<file path="config.mk">
export PLATFORM = sky130hd
export DESIGN_NAME = audio_out_scheduler
export DESIGN_NICKNAME = d
export VERILOG_FILES = /design/src/rtl/audio_out_scheduler.sv
export SDC_FILE = /design/constraint.sdc
export NUM_CORES = 1
export LEC_CHECK = 0
export BUFFER_PORTS_ARGS = -buffer_cell sky130_fd_sc_hd__buf_2
export CORE_MARGIN = 2
export CORE_UTILIZATION = 60
export DETAILED_ROUTE_END_ITERATION = 12
export PLACE_DENSITY_LB_ADDON = 0.2
export SLEW_MARGIN = 40
export SYNTH_ARGS = -nofsm -noshare
export SYNTH_HDL_FRONTEND = slang
export SYNTH_SLANG_ARGS = --single-unit
export TNS_END_PERCENT = 10
</file>
<file path="constraint.sdc">
create_clock -name in_clk -period 4.85 [get_ports in_clk]
set_input_delay 0.485 -clock in_clk [delete_from_list [all_inputs] [get_ports in_clk]]
set_output_delay 0.485 -clock in_clk [all_outputs]
set_load 0.01 [all_outputs]
</file>
<file path="src/rtl/audio_out_scheduler.sv">
// ---------------------------------------------------------------------------
// audio_out_scheduler
//
// Paces 32-bit stereo sample words (L in [31:16], R in [15:0]) from the sound
// DMA requester into the I2S sender, one word per audio frame period. Samples
// are buffered in a small FIFO, a refill request is raised at a low-water
// mark, and silence is inserted on underrun or while muted.
//
// Ports (all logic sampled on posedge in_clk):
//   in_clk        system clock
//   rst_n         synchronous reset, active low
//   enable        1 = start/continue playback, 0 = drain and stop
//   mute          1 = emitted words forced to zero, FIFO still consumed
//   snd_req       refill request to the DMA engine (level)
//   snd_valid     DMA word valid
//   snd_data      DMA sample word
//   snd_ready     FIFO can accept a word (not full)
//   out_valid     one-cycle strobe to the sender's in_valid
//   out_data      word to the sender's in_data, holds last emitted value
//   busy          scheduler is not idle
//   underrun      sticky underrun flag, cleared on reset or on leaving IDLE
//   underrun_cnt  saturating count of silence words inserted by underrun
// ---------------------------------------------------------------------------
module audio_out_scheduler #(
  parameter int FIFO_DEPTH   = 8,
  parameter int LOW_WATER    = 3,
  parameter int PRIME_LEVEL  = 4,
  parameter int FRAME_PERIOD = 512
) (
  input  logic        in_clk,
  input  logic        rst_n,
  input  logic        enable,
  input  logic        mute,
  output logic        snd_req,
  input  logic        snd_valid,
  input  logic [31:0] snd_data,
  output logic        snd_ready,
  output logic        out_valid,
  output logic [31:0] out_data,
  output logic        busy,
  output logic        underrun,
  output logic [7:0]  underrun_cnt
);

  localparam int PTR_W = $clog2(FIFO_DEPTH);
  localparam int LVL_W = PTR_W + 1;
  localparam int CNT_W = $clog2(FRAME_PERIOD);

  typedef enum logic [1:0] {
    IDLE,
    PRIME,
    RUN,
    DRAIN
  } state_t;

  state_t             state;
  logic [PTR_W-1:0]   rd_ptr;
  logic [PTR_W-1:0]   wr_ptr;
  logic [LVL_W-1:0]   level;
  logic [CNT_W-1:0]   tick_cnt;
  logic [31:0]        fifo_mem [FIFO_DEPTH];

  logic full;
  logic empty;
  logic push;
  logic tc;
  logic pop;

  // Handshake and frame-tick decode. The terminal count only exists while
  // the scheduler is actually pacing words out (RUN or DRAIN); a pop is the
  // terminal count with something buffered, so the FIFO is never popped
  // while empty.
  assign full  = (level == LVL_W'(FIFO_DEPTH));
  assign empty = (level == '0);
  assign push  = snd_valid && !full;
  assign tc    = ((state == RUN) || (state == DRAIN)) &&
                 (tick_cnt == CNT_W'(FRAME_PERIOD - 1));
  assign pop   = tc && !empty;

  // Status outputs are pure decodes of registered state. Refill is only
  // requested while we intend to keep playing, never while idling or draining.
  assign snd_ready = !full;
  assign snd_req   = ((state == PRIME) || (state == RUN)) &&
                     (level <= LVL_W'(LOW_WATER));
  assign busy      = (state != IDLE);

  // Sample storage. Contents need no reset: the pointers and level define
  // what is valid, so a reset flush only has to clear those.
  always_ff @(posedge in_clk) begin
    if (push) begin
      fifo_mem[wr_ptr] <= snd_data;
    end
  end

  // FIFO bookkeeping. Pointers wrap naturally because the depth is a power
  // of two; a simultaneous push and pop moves both pointers and leaves the
  // level unchanged.
  always_ff @(posedge in_clk) begin
    if (!rst_n) begin
      rd_ptr <= '0;
      wr_ptr <= '0;
      level  <= '0;
    end else begin
      if (push) begin
        wr_ptr <= wr_ptr + PTR_W'(1);
      end
      if (pop) begin
        rd_ptr <= rd_ptr + PTR_W'(1);
      end
      case ({push, pop})
        2'b10:   level <= level + LVL_W'(1);
        2'b01:   level <= level - LVL_W'(1);
        default: level <= level;
      endcase
    end
  end

  // Playback state machine with registered emission outputs. The frame
  // counter is parked at zero outside RUN/DRAIN so that the first word after
  // priming comes out exactly one frame period after entering RUN. At a
  // terminal count the head word (or silence) is latched and strobed on the
  // following cycle. An underrun in RUN still emits a zero word, but drains
  // in DRAIN simply stop when the FIFO is empty.
  always_ff @(posedge in_clk) begin
    if (!rst_n) begin
      state        <= IDLE;
      tick_cnt     <= '0;
      out_valid    <= 1'b0;
      out_data     <= '0;
      underrun     <= 1'b0;
      underrun_cnt <= '0;
    end else begin
      out_valid <= 1'b0;
      case (state)
        IDLE: begin
          tick_cnt <= '0;
          if (enable) begin
            state    <= PRIME;
            underrun <= 1'b0;
          end
        end

        PRIME: begin
          tick_cnt <= '0;
          if (!enable) begin
            state <= IDLE;
          end else if (level >= LVL_W'(PRIME_LEVEL)) begin
            state <= RUN;
          end
        end

        RUN: begin
          if (tc) begin
            tick_cnt  <= '0;
            out_valid <= 1'b1;
            if (!empty) begin
              out_data <= mute ? 32'd0 : fifo_mem[rd_ptr];
              state    <= enable ? RUN : DRAIN;
            end else begin
              out_data <= 32'd0;
              underrun <= 1'b1;
              if (underrun_cnt != 8'hFF) begin
                underrun_cnt <= underrun_cnt + 8'd1;
              end
              state <= PRIME;
            end
          end else begin
            tick_cnt <= tick_cnt + CNT_W'(1);
            if (!enable) begin
              state <= DRAIN;
            end
          end
        end

        DRAIN: begin
          if (tc) begin
            tick_cnt <= '0;
            if (!empty) begin
              out_valid <= 1'b1;
              out_data  <= mute ? 32'd0 : fifo_mem[rd_ptr];
              state     <= enable ? RUN : DRAIN;
            end else begin
              state <= IDLE;
            end
          end else begin
            tick_cnt <= tick_cnt + CNT_W'(1);
            if (enable) begin
              state <= RUN;
            end
          end
        end

        default: begin
          state    <= IDLE;
          tick_cnt <= '0;
        end
      endcase
    end
  end

endmodule
</file>
==> results of run 1 <==
==> worst paths after layout <==
| kind | start | endpoint | slack (ns) | depth (start not counted) |
|---|---|---|---|---|
| worst max register to register | tick_cnt[0]$_SDFF_PP0_ | level[2]$_SDFFE_PN0P_ | 1.44 | 13 |
| worst max-delay path | tick_cnt[0]$_SDFF_PP0_ | level[2]$_SDFFE_PN0P_ | 1.44 | 13 |
| worst min-delay path | snd_data[18] | fifo_mem[4][18]$_DFFE_PP_ | 0.20 | 1 |
| worst min register to register | out_data[3]$_SDFFE_PN0P_ | out_data[3]$_SDFFE_PN0P_ | 0.46 | 1 |
==> sequential cells by signal, summed over array words and instances, names as in the netlist, named ones only <==
register,flops
out_data,32
underrun_cnt,8
fifo_mem,256
underrun,1
state,2
tick_cnt,9
wr_ptr,3
rd_ptr,3
out_valid,1
level,4
==> cells in the final DEF, fill, tap and decap left out, types with 3 or more instances in the layout <==
| master | instances |
|---|---|
| a21oi_1 | 10 |
| and3_1 | 4 |
| buf_2 | 81 |
| buf_4 | 17 |
| clkbuf_1 | 13 |
| clkbuf_16 | 31 |
| clkinv_1 | 3 |
| clkinv_2 | 4 |
| dfxtp_1 | 63 |
| edfxtp_1 | 256 |
| ha_1 | 11 |
| inv_1 | 8 |
| mux2i_1 | 39 |
| mux4_2 | 64 |
| nand2_1 | 16 |
| nand2b_1 | 5 |
| nand3_1 | 9 |
| nand4_1 | 4 |
| nor2_1 | 23 |
| nor2_4 | 4 |
| nor2b_1 | 4 |
| nor3_1 | 3 |
| nor3_2 | 4 |
| nor3b_1 | 4 |
| o21ai_0 | 6 |
| o2bb2ai_1 | 32 |
| or4_1 | 3 |
| xnor2_1 | 4 |
| xor2_1 | 7 |
==> metal layers <==
layer	track usage	vias up	wire [um]
li1	-	2830	-
met1	0.310	3257	9940
met2	0.392	208	12400
met3	0.0360	33	1300
met4	0.0743	0	488
met5	0	-	0
==> through the flow <==
step	util	cells	setup slack [ns]	cell area (um^2)	total power, mW
6_report	0.695	1042	1.44	14000	5.39
5_1_grt	0.695	1041	1.14	14000	5.56
4_1_cts	0.695	1040	1.48	14000	5.44
3_5_place_dp	0.651	986	1.54	13100	3.30
3_3_place_gp	0.649	984	1.69	13000	3.29
2_1_floorplan	-	649	0.396	12200	3.22
==> logic make-up (layout without fill, tap and decap cells) <==
family	count (synthesis)	after routing	share of synthesized area
compound gates	67	67	0.0421
xor+xnor	11	11	0.00786
fa+ha+maj	11	11	0.0112
buf+inv	42	163	0.0143
flops	322	322	0.735
mux	103	103	0.150
other cells	0	2	0
simple gates	93	93	0.0395
==> power by group through the flow <==
stage               sequential (mW)  combinational, mW  clock, mW
finish                         3.06              0.190       2.14
detailed placement             3.12              0.188          0
CTS                            3.06              0.191       2.19
floorplan                      3.11              0.103          0
global route                   3.06              0.208       2.29
global placement               3.11              0.177          0
==> final cells by class <==
| class | instances | area (um^2) | share of cell area |
|---|---|---|---|
| inverters | 9 | 33.8 | 0.00242 |
| well taps | 270 | 338 | 0.0242 |
| flip-flops and latches | 322 | 9020 | 0.645 |
| clock inverters | 8 | 43.8 | 0.00313 |
| repair buffers | 100 | 568 | 0.0406 |
| clock buffers | 46 | 852 | 0.0610 |
| diodes | 2 | 5.00 | 0.000358 |
| multi-input cells | 285 | 3120 | 0.223 |
==> flow_summary.yaml, run 1 <==
critical_path:
  crit_top_cell: "ha_1"
  worstSetupEndpointType: "flop"
  path_class: "flop to flop"
  crit_chain: "ha_1 > nand3_1 > nor2_1 > and3_1 > ha_1 > o21ai_1 > nor2_1 > ha_1 > xor2_1 > ha_1 > or4b_1 > a31o_1 > a21oi_1"
  max_stage_delay_ns: 0.54
  cp_data_required_time_ns: 5.29
  cp-start-kind: "flop"
  worst_path_dominant_cell_family: "simple AND/OR/NAND/NOR gates"
  cp.buffers_inverters: 0
  cp_slowest_cell: "or4b_1"
  arrival_ns: 3.85
  crit_path_max_fanout: 7
global_route:
  grt_max_degree: 34
  grt_pass1_vias: 6717
  overflow: 0
  grt.total_usage: 0.230
  antenna_found_initial: 1
  grt_pass1_wl_mm: 37.9
synthesis:
  yosysMostFrequentCell: "edfxtp_1"
  netlist_instances: 649
  synth_area_um2: 12200
  seq_area_frac_synth: 0.735
  syn_nets: 697
  synth_edf_count: 256
  yosysTopAreaCell: "edfxtp_1"
  synthTopCellsByArea: "edfxtp_1 63%, mux4_2 12%, dfxtp_1 11%"
  ys_ff_latch: 322
  synth_common_cells: "256 x edfxtp_1, 66 x dfxtp_1, 64 x mux4_2, 39 x mux2i_1, 32 x o2bb2ai_1"
  netlist-cell-type-count: 48
  synth_top_area_share: 0.628
  avgSynthCellArea_um2: 18.9
  async_reset_ff_frac: 0
  synth_ff_type: "edfxtp_1"
  ys.warnings.count: 0
timing:
  min_period_ns: 3.41
  report.final.hold_viol_count: 0
  finalCritPeriodShare: 0.704
  finClkSkew_ns: 0.0229
  fmax_ghz: 0.293
  tightest_slew_ns: 0.795
  final.setup.tns_ns: 0
  slew_violations: 0
  rsz0062_at_grt: "false"
  hold_slack_ns: 0.203
  relSlewSlack: 0.469
  setup_viol: 0
clock_network:
  ctsResizeCount: 0
  numCtsBuffers: 31
  cts_tree: "yes"
  clock_latency_ns: 0.55
  postCtsSetupRepairBufs: 0
  clock-sinks: 322
  ctsHoldBuffers: 0
  cts-htree-levels: 1
  cts-root-buf: "clkbuf_16"
  clockBufferDepth: 3
  path_clk_slew_ns: 0.06
floorplanning:
  initial_utilization: 0.609
  pin_count: 82
  die_h_um: 147
  row_count: 52
  dieArea_um2: 21600
  dieWidth_um: 147
  core_um2: 20100
pwr:
  switching_share: 0.200
  peakVddDrop_mv: 0.297
  internal-power_mw: 4.31
  p_clk_frac: 0.397
  p_sw_mw: 1.08
  seqPwrFrac: 0.568
  p_leak_nw: 4.59
  p_per_area_nw_per_um2: 386
  comb_power_share: 0.035
run:
  cap_violations: 0
detailed_routing:
  vias: 6328
  drt-initial-drc-count: 430
  wl_per_cell_um: 23.2
  drc: 0
  dr.pass1.iters: 5
  drt_wl_total_mm: 24.2
  viasPerCell: 6.07
  ant_nets: 0
run_status:
  status: "finished clean"
placement:
  portBuffers: 81
  gp_congestion: 0.789
  place_hpwl_mm: 13.9
cells_and_area:
  areaGrowthSynthToFinish_pct: 14.1
  drive_gt1_frac: 0.282
  nFillCells: 1253
  fin_nets: 797
min_path:
  min_path_type: "input port to flop"
Note: power is estimated with default switching activity, not from simulation.
==> run 2, diff against run 1 <==
- CORE_UTILIZATION: 60 -> 54
- clock period: 4.85 -> 3.1 ns (I/O delays scaled with it)
==> run 2 against run 1 <==
Sequential cell count unchanged. First-iteration DRC count fell by 7.0%. Utilization decreased by 5.3 points. Register-to-register slack worse by 1.2 ns. Count of clock-buffer cells in the layout shrank 5. Critical path type unchanged. Clock power up 94%. Critical endpoint unchanged. Worst setup slack worse by 1.2 ns. Sequential share of layout area decreased by 1.9 points. Routed wire length down 0.50%. Die area rose by 11%. Via count rose by 0.24%. Sequential power is 56% higher.
==> flow_summary.yaml, run 2 (same netlist as run 1, synthesis figures left out) <==
run_status:
  status: "finished clean"
timing:
  slew_violations: 0
  finalCritPeriodShare: 0.931
  min_period_ns: 2.88
  final.setup.tns_ns: 0
  finClkSkew_ns: 0.00815
  setup_viol: 0
  report.final.hold_viol_count: 0
  fmax_ghz: 0.347
  relSlewSlack: 0.452
  tightest_slew_ns: 0.822
min_path:
  min_path_type: "input port to flop"
  holdPathEnd: "fifo_mem[0][3]$_DFFE_PP_"
  min_from: "snd_data[3]"
  worstHoldPathCells: 1
clock_network:
  clockBufferDepth: 3
  cts-htree-levels: 1
  clock-sinks: 322
  numCtsBuffers: 31
  cts-root-buf: "clkbuf_16"
  cts_tree: "yes"
  clock_latency_ns: 0.55
  path_clk_slew_ns: 0.06
  ctsHoldBuffers: 0
detailed_routing:
  viasPerCell: 5.93
  drc: 0
  dr.pass1.iters: 5
  wl_per_cell_um: 22.5
  drt-initial-drc-count: 400
  drt_wl_total_mm: 24.0
  vias: 6343
  ant_nets: 0
cells_and_area:
  layout_commonest_cell: "edfxtp_1"
  fin_area_um2: 14400
  largest_reg_flops: 256
  largestRegisters: "fifo_mem (256), out_data (32), tick_cnt (9)"
  fin_nets: 808
  top_register: "fifo_mem"
  diodes: 0
  nFillCells: 1522
  drive_gt1_frac: 0.310
  areaGrowthSynthToFinish_pct: 17.7
  layout_common_cells: "256 x edfxtp_1, 81 x buf_2, 64 x mux4_2, 62 x dfxtp_1, 39 x mux2i_1"
floorplanning:
  row_count: 55
  core_um2: 22400
  dieArea_um2: 23900
  initial_utilization: 0.546
  pin_count: 82
  die_h_um: 155
  dieWidth_um: 155
critical_path:
  arrival_ns: 3.36
  cp_data_required_time_ns: 3.58
  cp.buffers_inverters: 0
  worstSetupEndpointType: "flop"
  max_stage_delay_ns: 0.53
  reg2reg_to: "level[2]$_SDFFE_PN0P_"
  r2r_start: "tick_cnt[1]$_SDFF_PP0_"
  cp-start-kind: "flop"
  ff2ff_path_depth: 13
  r2r_slack_ns: 0.22
  worst_path_dominant_cell_family: "simple AND/OR/NAND/NOR gates"
  cp_slowest_cell: "or4b_1"
  crit_top_cell: "ha_2"
  crit_path_max_fanout: 7
  crit_chain: "ha_2 > nand3_1 > nor2_2 > and3_1 > ha_4 > o21ai_1 > nor2_1 > ha_2 > xor2_1 > ha_1 > or4b_1 > a31o_1 > a21oi_1"
  path_class: "flop to flop"
pwr:
  switching_share: 0.190
  internal-power_mw: 7.48
  peakVddDrop_mv: 0.453
  p_sw_mw: 1.76
  p_leak_nw: 4.77
  p_per_area_nw_per_um2: 641
  seqPwrFrac: 0.518
  comb_power_share: 0.033
  p_clk_frac: 0.449
placement:
  portBuffers: 81
  place_hpwl_mm: 14.0
  post_dp_cell_area_um2: 13200
  gp_congestion: 0.799
global_route:
  use_met3: 0.0331
  grt.met2_usage: 0.343
  grt_pass1_vias: 6539
  overflow: 0
  grt_pass1_wl_mm: 37.4
  grt.total_usage: 0.205
  grt_max_degree: 35
  antenna_found_initial: 1
  grt_use_met1: 0.285
  top_usage_layer: "met2"
run:
  cap_violations: 0
==> run 2: what timing repair did <==
action,in CTS,in global routing
gates resized for setup,0,6
setup endpoints to repair,0,1
endpoints found under the hold margin,0,0
setup buffers,0,1
==> run 2: worst max path at each step <==
stage | to | slack (ns) | from | cells past startpoint
global placement | level[2]$_SDFFE_PN0P_ | 0.21 | tick_cnt[0]$_SDFF_PP0_ | 13
detailed placement | level[2]$_SDFFE_PN0P_ | 0.08 | tick_cnt[0]$_SDFF_PP0_ | 13
floorplan | fifo_mem[2][0]$_DFFE_PP_ | -0.52 | level[0]$_SDFFE_PN0P_ | 4
global route | level[2]$_SDFFE_PN0P_ | -0.02 | tick_cnt[1]$_SDFF_PP0_ | 13
CTS | level[2]$_SDFFE_PN0P_ | 0.07 | tick_cnt[0]$_SDFF_PP0_ | 13
finish | level[2]$_SDFFE_PN0P_ | 0.22 | tick_cnt[1]$_SDFF_PP0_ | 13
==> run 2: final cells by class <==
cell class	count	area, um^2	share of cell area
clock buffers	41	863	0.0599
clock inverters	16	283	0.0196
inverters	9	33.8	0.00234
multi-input cells	285	3150	0.219
flip-flops and latches	322	9020	0.626
well taps	285	357	0.0247
repair buffers	111	708	0.0491
==> run 2: worst reg2reg max path, stage by stage, from the launching register on <==
cell and delay (ns):
dfxtp_1 0.36, ha_2 0.20, nand3_1 0.12, nor2_2 0.13, and3_1 0.21, ha_4 0.17
o21ai_1 0.08, nor2_1 0.18, ha_2 0.22, xor2_1 0.07, ha_1 0.23, or4b_1 0.53
a31o_1 0.20, a21oi_1 0.12
==> run 2: power groups by stage <==
| stage | Combinational, mW | Sequential [mW] | Clock, mW |
|---|---|---|---|
| floorplan | 0.162 | 4.87 | 0 |
| global placement | 0.285 | 4.87 | 0 |
| detailed placement | 0.301 | 4.88 | 0 |
| CTS | 0.303 | 4.79 | 4.21 |
| global route | 0.333 | 4.79 | 4.37 |
| finish | 0.301 | 4.78 | 4.15 |
==> run 2: layer usage <==
| layer | vias up | routed length [um] |
|---|---|---|
| li1 | 2865 | - |
| met1 | 3243 | 10400 |
| met2 | 186 | 11900 |
| met3 | 47 | 1250 |
| met4 | 2 | 505 |
| met5 | - | 16 |
==> run 2: through the flow <==
step	worst slack, ns	utilization	hold slack [ns]	power, mW	std cells
finish	0.215	0.642	0.0313	9.23	1069
global route	-0.0198	0.642	0.0218	9.49	1069
CTS	0.0650	0.641	0.00977	9.30	1068
detailed placement	0.0849	0.590	0.441	5.18	1011
global placement	0.209	0.589	0.438	5.15	1009
floorplan	-0.519	-	0.409	5.03	649
==> run 3, diff against run 2 <==
- ABC_AREA: not set -> 1
- BUFFER_PORTS_ARGS: -buffer_cell sky130_fd_sc_hd__buf_2 -> -buffer_cell sky130_fd_sc_hd__buf_4
- GPL_ROUTABILITY_DRIVEN: not set -> 1
==> run 3 against run 2 <==
Worst hold slack gained 0.045 ns. Area after synthesis grew 3.8%. Clock skew grew 0.017 ns. Sequential cell count is the same. Sequential share of layout area shrank 2.8 points. Via count grew 30%. Worst setup slack gained 0.071 ns. Synthesized cell count grew 65%. Utilization grew 0.65 points. Critical endpoint unchanged. Largest cell class unchanged.
==> flow_summary.yaml, run 3 <==
run_status:
  status: "finished clean"
synthesis:
  netlist-cell-type-count: 37
  synthTopCellsByArea: "edfxtp_1 60%, dfxtp_1 10%, nor2_1 6.8%"
  yosysMostFrequentCell: "edfxtp_1"
  netlist_instances: 1071
  synth_edf_count: 256
  ys_ff_latch: 322
  synth_top_area_share: 0.604
  syn_nets: 1119
  synth_common_cells: "256 x edfxtp_1, 231 x nor2_1, 136 x o21ai_0, 77 x nand2_1, 66 x dfxtp_1"
  yosysTopAreaCell: "edfxtp_1"
  avgSynthCellArea_um2: 11.9
  synth_ff_type: "edfxtp_1"
  seq_area_frac_synth: 0.708
  synth_area_um2: 12700
  async_reset_ff_frac: 0
  ys.warnings.count: 0
cells_and_area:
  layout_commonest_cell: "edfxtp_1"
  seq_area_um2: 9020
  fin_cells: 1520
  post-route-util: 0.649
  top_register: "fifo_mem"
  largest_reg_flops: 256
  multi_input_area_um2: 3310
  layout_common_cells: "256 x edfxtp_1, 223 x nor2_1, 136 x o21ai_0, 92 x buf_4, 77 x nand2_1"
  drive_gt1_frac: 0.152
  fin_nets: 1224
  nFillCells: 1814
  areaGrowthSynthToFinish_pct: 18.7
  largestRegisters: "fifo_mem (256), out_data (32), tick_cnt (9)"
  fin_area_um2: 15100
  diodes: 0
clock_network:
  cts_tree: "yes"
  clock-sinks: 322
  clockBufferDepth: 3
  clock_latency_ns: 0.56
  numCtsBuffers: 31
  cts-htree-levels: 1
  cts-root-buf: "clkbuf_16"
  postCtsSetupRepairBufs: 0
  path_clk_slew_ns: 0.06
timing:
  finClkSkew_ns: 0.0253
  tightest_slew_ns: 0.684
  relSlewSlack: 0.544
  final.setup.tns_ns: 0
  report.final.hold_viol_count: 0
  finalCritPeriodShare: 0.908
  slew_violations: 0
  setup_viol: 0
  fmax_ghz: 0.355
  min_period_ns: 2.81
critical_path:
  worst_path_dominant_cell_family: "simple AND/OR/NAND/NOR gates"
  max_stage_delay_ns: 0.36
  crit_top_cell: "ha_1"
  cp-start-kind: "flop"
  path_class: "flop to flop"
  cp_slowest_cell: "dfxtp_1"
  r2r_slack_ns: 0.29
  cp.buffers_inverters: 4
  cp_data_required_time_ns: 3.54
  r2r_start: "tick_cnt[0]$_SDFF_PP0_"
  arrival_ns: 3.26
  ff2ff_path_depth: 18
  reg2reg_to: "level[2]$_SDFFE_PN0P_"
  crit_path_max_fanout: 11
  worstSetupEndpointType: "flop"
  crit_chain: "ha_1 > nand2_1 > nor3b_2 > nand2_1 > nor2_1 > ha_1 > inv_1 > nor2_4 > nand2_2 > inv_4 > ha_1 > xor2_1 > ha_1 > inv_1 > nand3_1 > nand3_1 > nand2_1 > inv_1"
floorplanning:
  core_um2: 23300
  initial_utilization: 0.547
  dieArea_um2: 24800
  dieWidth_um: 157
  row_count: 56
  pin_count: 82
  die_h_um: 157
pwr:
  p_leak_nw: 5.17
  finalPower_mw: 8.95
  p_per_area_nw_per_um2: 593
  peakVddDrop_mv: 0.388
global_route:
  grt_max_degree: 93
  grt_pass1_vias: 7722
  overflow: 0
  grt_pass1_wl_mm: 42.1
  antenna_found_initial: 0
  grt.total_usage: 0.221
detailed_routing:
  ant_nets: 0
  drt_wl_total_mm: 27.1
  dr.pass1.iters: 4
  drt-initial-drc-count: 643
  vias: 8271
  drc: 0
  wl_per_cell_um: 17.8
  viasPerCell: 5.44
placement:
  place_hpwl_mm: 14.2
  portBuffers: 81
  dp.cells: 1430
  gp_congestion: 0.795
  post_dp_cell_area_um2: 13700
run:
  cap_violations: 0
min_path:
  min_path_type: "input port to flop"
  min_from: "rst_n"
  worstHoldPathCells: 3
  holdPathEnd: "underrun_cnt[5]$_SDFFE_PN0P_"
==> run 3: cell types whose count changed in the layout (fill, tap and decap cells not counted), moves of 32 or more <==
| cell | change |
|---|---|
| a21oi_1 | +37 |
| buf_2 | -81 |
| buf_4 | +69 |
| dlygate4sd3_1 | +32 |
| mux2i_1 | -39 |
| mux4_2 | -64 |
| nand2_1 | +61 |
| nand3_1 | +34 |
| nor2_1 | +201 |
| o211ai_1 | +63 |
| o21ai_0 | +130 |
| o2bb2ai_1 | -32 |
==> run 3: layout make-up <==
type                            count  area share
Clock buffer                       45      0.0582
Clock inverter                     13      0.0112
Inverter                           35     0.00895
Multi-Input combinational cell    653       0.220
Sequential cell                   322       0.597
Tap cell                          319      0.0264
Timing Repair Buffer              133      0.0783
==> run 3: metrics by stage <==
stage | worst slack, ns | hold slack [ns]
after floorplan | 0.379 | 0.409
after global placement | 0.359 | 0.430
after detailed placement | 0.234 | 0.447
after CTS | 0.213 | 0.0587
after global routing | -0.0103 | 0.0764
final | 0.286 | 0.0764
==> run 3: worst max path at each step <==
stage / slack (ns) / to / from / cells after the start
CTS: 0.21 / level[3]$_SDFFE_PN0P_ / tick_cnt[0]$_SDFF_PP0_ / 18
global placement: 0.36 / level[2]$_SDFFE_PN0P_ / tick_cnt[0]$_SDFF_PP0_ / 18
global route: -0.01 / level[2]$_SDFFE_PN0P_ / tick_cnt[0]$_SDFF_PP0_ / 18
detailed placement: 0.23 / level[3]$_SDFFE_PN0P_ / tick_cnt[0]$_SDFF_PP0_ / 18
finish: 0.29 / level[2]$_SDFFE_PN0P_ / tick_cnt[0]$_SDFF_PP0_ / 18
floorplan: 0.38 / fifo_mem[0][0]$_DFFE_PP_ / level[1]$_SDFFE_PN0P_ / 6
==> run 3: worst reg2reg max path, delay by kind of cell, from the launching register on <==
family / cells / cell delay (ns)
buffers and inverters: 4 / 0.36
and+or+nand+nor: 9 / 1.01
adders and majority gates: 4 / 0.79
xor gates and xnor gates: 1 / 0.20
DFF: 1 / 0.36
==> run 3: kinds of logic (layout without fill, tap and decap cells) <==
logic type | Yosys count | after routing | synth area share
and+or+nand+nor | 375 | 375 | 0.123
buffers and inverters | 96 | 226 | 0.0363
xor gates and xnor gates | 6 | 6 | 0.00413
DFF | 322 | 322 | 0.708
AOI/OAI and AO/OA | 261 | 261 | 0.118
adders and majority gates | 11 | 11 | 0.0108
==> run 3: where the power goes <==
group          internal (mW)  switching, mW
Sequential              4.75         0.0247
Combinational          0.135          0.220
Clock                   2.29           1.53
==> run 3: per-layer routing <==
metal  vias up  routed length, um  global-route usage
met3        43               1510              0.0308
met1      3990              11700               0.298
met5         -                  0                   0
li1       4031                  -                   -
met4         0                496              0.0524
met2       207              13400               0.381
==> run 3: timing repair <==
item                                   4_1_cts  5_1_grt
gates resized for setup                      0        2
hold buffers                                32        0
endpoints found under the hold margin      256        0
setup endpoints to repair                    0        3
